===== config.mk =====
export PLATFORM = sky130hd
export DESIGN_NAME = edge_event_arbiter
export DESIGN_NICKNAME = d
export VERILOG_FILES = /design/src/rtl/edge_event_arbiter.sv
export SDC_FILE = /design/constraint.sdc
export NUM_CORES = 1
export LEC_CHECK = 0
export CAP_MARGIN = 10
export CORE_MARGIN = 1
export CORE_UTILIZATION = 48
export DETAILED_ROUTE_END_ITERATION = 10
export GPL_TIMING_DRIVEN = 0
export PLACE_DENSITY = 0.79
export SYNTH_ARGS = -nofsm -noshare
export SYNTH_HDL_FRONTEND = slang
export SYNTH_SLANG_ARGS = --single-unit

===== constraint.sdc =====
create_clock -name clk -period 2.26 [get_ports clk]
set_input_delay 0.678 -clock clk [delete_from_list [all_inputs] [get_ports clk]]
set_output_delay 0.678 -clock clk [all_outputs]
set_load 0.01 [all_outputs]

===== src/rtl/edge_event_arbiter.sv =====
// edge_event_arbiter: per-channel rising/falling edge detection with pending-event
// bits, sticky overrun flags and a round-robin arbiter feeding a single
// valid/ready event port backed by one output register.
module edge_event_arbiter #(
    parameter int N_CH = 4,
    parameter int CH_W = 2
) (
    input  logic            clk,
    input  logic            reset_n,
    input  logic [N_CH-1:0] sig_in,
    input  logic [N_CH-1:0] rise_en,
    input  logic [N_CH-1:0] fall_en,
    output logic            event_valid,
    input  logic            event_ready,
    output logic [CH_W-1:0] event_chan,
    output logic            event_rising,
    output logic [N_CH-1:0] overrun,
    input  logic [N_CH-1:0] overrun_clr
);

    localparam int PW = (N_CH > 1) ? $clog2(N_CH) : 1;

    // (a + k) mod N_CH for a < N_CH and 0 <= k < N_CH
    function automatic logic [PW-1:0] wrap_add(input logic [PW-1:0] a, input int k);
        int s;
        s = int'(a) + k;
        if (s >= N_CH) s = s - N_CH;
        return PW'(s);
    endfunction

    logic [N_CH-1:0] d0_q, d1_q;
    logic [N_CH-1:0] rise_pend_q, rise_pend_d;
    logic [N_CH-1:0] fall_pend_q, fall_pend_d;
    logic [N_CH-1:0] overrun_q, overrun_d;
    logic            valid_q, valid_d;
    logic [CH_W-1:0] chan_q, chan_d;
    logic            rising_q, rising_d;
    logic [PW-1:0]   rr_q, rr_d;

    logic [N_CH-1:0] rise_ev, fall_ev, any_pend;
    logic [N_CH-1:0] clr_rise, clr_fall;
    logic            load, found, sel_rise;
    logic [PW-1:0]   sel;

    assign rise_ev  = d0_q & ~d1_q & rise_en;
    assign fall_ev  = ~d0_q & d1_q & fall_en;
    assign any_pend = rise_pend_q | fall_pend_q;
    assign load     = ~valid_q | event_ready;

    // Round-robin search for the first channel with anything pending, starting at rr_q
    always_comb begin
        found = 1'b0;
        sel   = '0;
        for (int k = 0; k < N_CH; k++) begin
            if (!found && any_pend[wrap_add(rr_q, k)]) begin
                found = 1'b1;
                sel   = wrap_add(rr_q, k);
            end
        end
    end

    // Pick edge type on the granted channel; with both pending the older one goes first.
    // Edges alternate, so a high level means the falling edge is the older of the two.
    always_comb begin
        sel_rise = rise_pend_q[sel];
        if (rise_pend_q[sel] && fall_pend_q[sel]) sel_rise = ~d0_q[sel];
        clr_rise = '0;
        clr_fall = '0;
        if (load && found) begin
            if (sel_rise) clr_rise[sel] = 1'b1;
            else          clr_fall[sel] = 1'b1;
        end
    end

    // Pending and overrun next state; a new edge re-sets a bit being loaded this cycle
    always_comb begin
        rise_pend_d = (rise_pend_q & ~clr_rise) | rise_ev;
        fall_pend_d = (fall_pend_q & ~clr_fall) | fall_ev;
        overrun_d   = (overrun_q & ~overrun_clr)
                    | (rise_ev & rise_pend_q & ~clr_rise)
                    | (fall_ev & fall_pend_q & ~clr_fall);
    end

    // Output register next state: refill whenever empty or being accepted
    always_comb begin
        valid_d  = valid_q;
        chan_d   = chan_q;
        rising_d = rising_q;
        rr_d     = rr_q;
        if (load) begin
            valid_d = found;
            if (found) begin
                chan_d   = CH_W'(sel);
                rising_d = sel_rise;
                rr_d     = wrap_add(sel, 1);
            end
        end
    end

    // State registers; reset preloads the edge detector with the live level
    always_ff @(posedge clk) begin
        if (!reset_n) begin
            d0_q        <= sig_in;
            d1_q        <= sig_in;
            rise_pend_q <= '0;
            fall_pend_q <= '0;
            overrun_q   <= '0;
            valid_q     <= 1'b0;
            chan_q      <= '0;
            rising_q    <= 1'b0;
            rr_q        <= '0;
        end else begin
            d0_q        <= sig_in;
            d1_q        <= d0_q;
            rise_pend_q <= rise_pend_d;
            fall_pend_q <= fall_pend_d;
            overrun_q   <= overrun_d;
            valid_q     <= valid_d;
            chan_q      <= chan_d;
            rising_q    <= rising_d;
            rr_q        <= rr_d;
        end
    end

    assign event_valid  = valid_q;
    assign event_chan   = chan_q;
    assign event_rising = rising_q;
    assign overrun      = overrun_q;

endmodule


; Word level (Yosys, flattened, before mapping)
; Index checks and enable logic that the tools add are counted.
[word_totals]
out_inout_bits = 8
ff_bits = 26
ramBits = 0
mem_bits_ro = 0
wordCells = 98
n_memories = 0
latch_bits = 0
inputBits = 19
[classes]
mul = 0
n_eq_ne = 0
div = 0
n_reduce_logical = 10
shifts = 0
addsub = 9
mux = 35
bitwise_logic = 24
order_cmp = 11
[ops]
columns = operator, n
row1 = 4-bit bitwise AND, 11
row2 = 4-bit 2-to-1 mux, 5
row3 = 4-bit inverter, 5
row4 = 4-bit OR, 5
row5 = 2-bit 2-to-1 mux, 9
row6 = 2-bit by 3-bit < comparator with 1-bit output (second input constant), 5
row7 = 1-bit binary-select mux with 2-bit select, 7
row8 = 1-bit 2-to-1 mux, 13
row9 = 3-bit greater-or-equal comparator (second input constant), 4
row10 = 2-bit by 1-bit subtractor with 2-bit output (second input constant), 5
row11 = 2-bit by 1-bit adder with 3-bit output (second input constant), 2
row12 = 2-bit by 2-bit adder with 3-bit output (second input constant), 2
row13 = 1-bit logical AND, 6
row14 = 2-bit by 3-bit greater-or-equal comparator with 1-bit output (second input constant), 1
row15 = 1-bit logical NOT, 3
row16 = 1-bit demux with 2-bit select, 1
row17 = 2-bit by 1-bit greater-or-equal comparator with 1-bit output (second input constant), 1
row18 = 1-bit inverter, 2
row19 = 2-bit AND reduction, 1
row20 = 1-bit OR, 1

; Depth between registers and ports, before layout
[logic_depth]
depth_word = 24
ltp_mapped = 9
mapped_depth_nobuf = 8

; Worst setup path before layout
; No wires, ideal clock.
[synth_path]
kind = in2reg
from = in event_ready
to = reg overrun_q[2] (netlist: overrun[2])
arrival_ns = 1.814
slack_ns = 0.320
setup_time_ns = 0.126
stages = 7
t_required_ns = 2.134
path_buffers = 2
path_cell_list = nand2b_1 nor2b_1 clkbuf_1 clkbuf_1 nand3_1 o211ai_1 o21ai_0
[synth_via]
elab_chain_len = 7
word_cells_on_any_way = 10
classes_between = mux: 2 / bitwise: 7 / reduce/logical: 1
[synth_lines]
columns = element, line_no
row1 = from (decl), 14  ; input logic event_ready,
row2 = 1-bit OR *, 48  ; assign load = ~valid_q | event_ready;
row3 = 1-bit logical AND *, 69  ; if (load && found) begin
row4 = 4-bit 2-to-1 mux, 69
row5 = 4-bit inverter, 80  ; | (rise_ev & rise_pend_q & ~clr_rise)
row6 = 4-bit bitwise AND, 80
row7 = 4-bit OR, 80
row8 = 4-bit OR *, 81  ; | (fall_ev & fall_pend_q & ~clr_fall);
row9 = to (signal assigned), 117  ; overrun_q <= overrun_d;
row10 = to (decl), 34  ; logic [N_CH-1:0] overrun_q, overrun_d;
; Mark *: on every way between the ends. The rest lies on a longest branch, timed or not.
; A chain may end at the register's enable or synchronous reset.

; Worst setup path after layout
[layout_path]
from = reg rise_pend_q[2]
to = reg overrun_q[0] (netlist: overrun[0])
[layout_via]
elab_chain_len = 23
word_cells_on_any_way = 48
classes_between = order compare: 2 / mux: 29 / bitwise: 8 / reduce/logical: 9
[layout_lines]
columns = element, line_no
row1 = from (decl), 32  ; logic [N_CH-1:0] rise_pend_q, rise_pend_d;
row2 = from (signal assigned), 115  ; rise_pend_q <= rise_pend_d;
row3 = 4-bit OR, 47  ; assign any_pend = rise_pend_q | fall_pend_q;
row4 = 1-bit binary-select mux with 2-bit select, 55  ; if (!found && any_pend[wrap_add(rr_q, k)]) begin
row5 = 1-bit 2-to-1 mux (implied by the code), 55
row6 = 1-bit 2-to-1 mux, 55
row7 = 1-bit logical NOT, 55
row8 = 1-bit logical AND, 55
row9 = 1-bit 2-to-1 mux, 55
row10 = 1-bit logical NOT, 55
row11 = [... 7 more ...], n/a
row12 = "1-bit 2-to-1 mux (implied by the code), or another cell as far along", "70, 71"
row13 = 1-bit demux with 2-bit select or 1-bit 2-to-1 mux (tied branches), "70, 71, 66"
row14 = 4-bit 2-to-1 mux, 70  ; if (sel_rise) clr_rise[sel] = 1'b1;
row15 = 4-bit 2-to-1 mux, 69
row16 = 4-bit inverter, 80
row17 = 4-bit bitwise AND, 80
row18 = 4-bit OR, 80
row19 = 4-bit OR *, 81
; Mark *: on every way between the ends. The rest lies on a longest branch, timed or not. The select of a mux whose other input is x is not followed.

==> results.toml <==
[run_status]
status = "finished, final reports clean"

[sta]
slew_headroom_pct = 64.53
min_period_over_period_pct = 96.67
period_minus_slack_ns = 2.185
clock-skew-final_ns = 0.003778
finalMaxSlewViolations = 0
finalSetupViolations = 0
worst_pin_slew_ns = 0.5321
hold_viol = 0
fmax_ghz = 0.4577

[floorplanning]
num_rows = 18
die_area_sq_um = 2785
start_util_pct = 50.41
die_w_um = 52.78
coreArea_sq_um = 2455
die_height_um = 52.78
io-pin-count = 27

[grt]
grt_pass1_vias = 1015
grt-ovfl-total = 0
antenna_found_initial = 0
grt_max_degree = 14
track_usage_pct = 20.58
grt_pass1_wl_mm = 4.257

[critical_path]
endpoint = "overrun[0]"
r2r-end = "overrun[0]"
worstRegToRegCells = 8
r2r_start = "rise_pend_q[2]"
cp_slowest_stage_delay_ns = 0.39
critPathSlowestCell = "a211oi_4"
arrival_ns = 2.39
cp-end-kind = "flop"
cp-start-kind = "flop"
startpoint = "rise_pend_q[2]"
path_buf_inv = 1
crit_chain = "nor2_1, o22ai_1, a211oi_4, a31oi_1, a32o_2, clkbuf_8, o21ai_1, o211ai_1"
critPathTopFamily = "compound AO/OA/AOI/OAI gates"
r2r_slack_ns = 0.08
critPathKind = "reg -> reg"
crit_cells = 8
path_max_fanout = 10
cp.required_ns = 2.47

[routing]
drtAntennaViolNets = 0
routed_via_density = 5.422
wl_per_cell_um = 12.89
route.detailed.drc = 0
first_iter_violations = 23
wl_mm = 2.566
first_pass_iters = 4
vias = 1079

[power]
p_int_uw = 727.7
clock_power_share_pct = 17.6
p_total_mw = 1.076
p_leak_nw = 0.5817
ir_drop_mv = 0.4526
powerDensity_nw_per_um2 = 690.2
switching_share_pct = 32.37
p_comb_share_pct = 32.5
switchingPower_uw = 348.3
pwr-share-seq_pct = 49.9

[hold_path]
min_from = "d1_q[1]"
hp-class = "reg -> reg"

[logic_synthesis]
synth_edf_count = 0
synth_ff_type = "dfxtp_1"
synthCells = 141
async_flop_share_pct = 0
synth_seq_cells = 26
ys_warn_count = 0
avgSynthCellArea_sq_um = 8.776
syn-cell-area_sq_um = 1237
ys_seq_area_share_pct = 42.06
yosys.area.top_type = "dfxtp_1"
postSynthNetCount = 164
synth_area_leaders = "dfxtp_1 (42%), nand2_1 (5.2%), ha_1 (4.0%)"
synth_top_area_share_pct = 42.06
synth_cell_type_count = 36

[clocking]
hold_buffers = 0
cts_max_level = 1
cts_made_buffers = 3
clk_path_buf_depth = 2
insertion_delay_ns = 0.31
cts_num_sinks = 26
path_clk_slew_ns = 0.13
root_buffer = "clkbuf_4"
cts_tree = "yes"
post_cts_buffers = 0

[layout]
n_antenna_cell = 0
drive_gt1_share_pct = 11.24
final_util_pct = 63.51
multiInputGateArea_sq_um = 663.1
area_delta_synth_final_pct = 25.99
num-fill-cells = 209
seqCellArea_sq_um = 520.5
finalNetCount = 194

[placed_design]
dp_hpwl_mm = 1.804
routabilityCongestion = 0.8788
numPortBuffers = 25

[run]
maxCapViolCount = 0
## Yosys cell counts (3+ instances only)
master    instances
ha_1              4
mux2_2            4
nand3b_1          5
a21oi_1           7
a31oi_1           5
nor2_1           10
nor2b_1           3
nand2b_1          3
dfxtp_1          26
nand3_1           4
mux2i_1           3
inv_1             8
o21ai_0           7
clkbuf_1          5
nand2_1          17
o21a_1            4
## logic make-up (layout without fill, tap and decap cells)
family / count (synthesis) / after routing / synth area share (%)
simple gates: 52 / 52 / 21.54
compound gates: 38 / 38 / 21.23
fa+ha+maj: 4 / 4 / 4.045
flops: 26 / 26 / 42.06
buf+inv: 14 / 42 / 5.056
mux: 7 / 7 / 6.067
## timing repair
item	in CTS	in global routing
pin swaps	0	1
gates cloned	0	0
setup endpoints to repair	1	4
resized for setup	1	5
endpoints found under the hold margin	0	0
## how the worst min path moves through the flow
stage / depth (start not counted) / end / slack, ns
6_report: 2 / fall_pend_q[1] / 0.49
5_1_grt: 2 / fall_pend_q[1] / 0.51
4_1_cts: 2 / fall_pend_q[1] / 0.49
3_5_place_dp: 2 / fall_pend_q[1] / 0.47
3_3_place_gp: 2 / fall_pend_q[1] / 0.47
2_1_floorplan: 2 / fall_pend_q[1] / 0.45
## worst register-to-register path: stages (launching register included)
cell      delay [ns]
dfxtp_1         0.36
nor2_1          0.27
o22ai_1         0.19
a211oi_4        0.39
a31oi_1         0.09
a32o_2          0.31
clkbuf_8        0.18
o21ai_1         0.18
o211ai_1        0.12
## flip-flops by register name (all words and copies together), names as in the netlist
register	count
overrun	4
rr_q	2
event_rising	1
fall_pend_q	4
rise_pend_q	4
event_valid	1
d0_q	4
d1_q	4
event_chan	2
## power groups by stage
stage               Clock, mW  Sequential (mW)  Combinational, mW
floorplan                   0            0.543              0.223
global placement            0            0.542              0.330
detailed placement          0            0.544              0.334
CTS                     0.196            0.534              0.338
global route            0.216            0.545              0.385
finish                  0.190            0.537              0.349
## placed cells by master (no fill, tap or decap), drive strengths merged, types with 4 or more instances in the layout
cell	Yosys	layout
a21oi	7	7
a31oi	5	5
clkbuf	6	9
clkdlybuf4s50	0	25
dfxtp	26	26
ha	4	4
inv	8	8
mux2	4	4
nand2	17	17
nand3	4	4
nand3b	5	5
nor2	10	10
o21a	4	4
o21ai	9	9
## layer usage
metal / wire [um] / up-vias / part of all wire, % / GRT usage, %
met1: 1233 / 500 / 48 / 26.58
met5: 0 / - / 0 / 0
met4: 16 / 0 / 0.62 / 9.649
met2: 1193 / 25 / 46 / 33.33
li1: - / 550 / - / -
met3: 122 / 4 / 4.8 / 2.899
## per-stage QoR
step	hold WS, ns	cells	setup WS, ns	setup TNS, ns	cell area (sq um)
after global placement	0.4700	196	-0.3621	-2.251	1525
after CTS	0.4909	199	0.1004	0	1549
after global routing	0.5095	199	-0.03314	-0.08511	1559
final	0.4895	199	0.07521	0	1559
after detailed placement	0.4723	196	-0.3504	-2.229	1525
after floorplan	0.4535	141	0.3204	0	1237
## final cells by class
class                           count  area share, %
Inverter                            8          1.926
Multi-Input combinational cell    101          42.54
Timing Repair Buffer               25          16.05
Tap cell                           30          2.408
Buffer                              6          2.247
Clock buffer                        3          1.445
Sequential cell                    26          33.39
(Power assumes the default switching activity.)
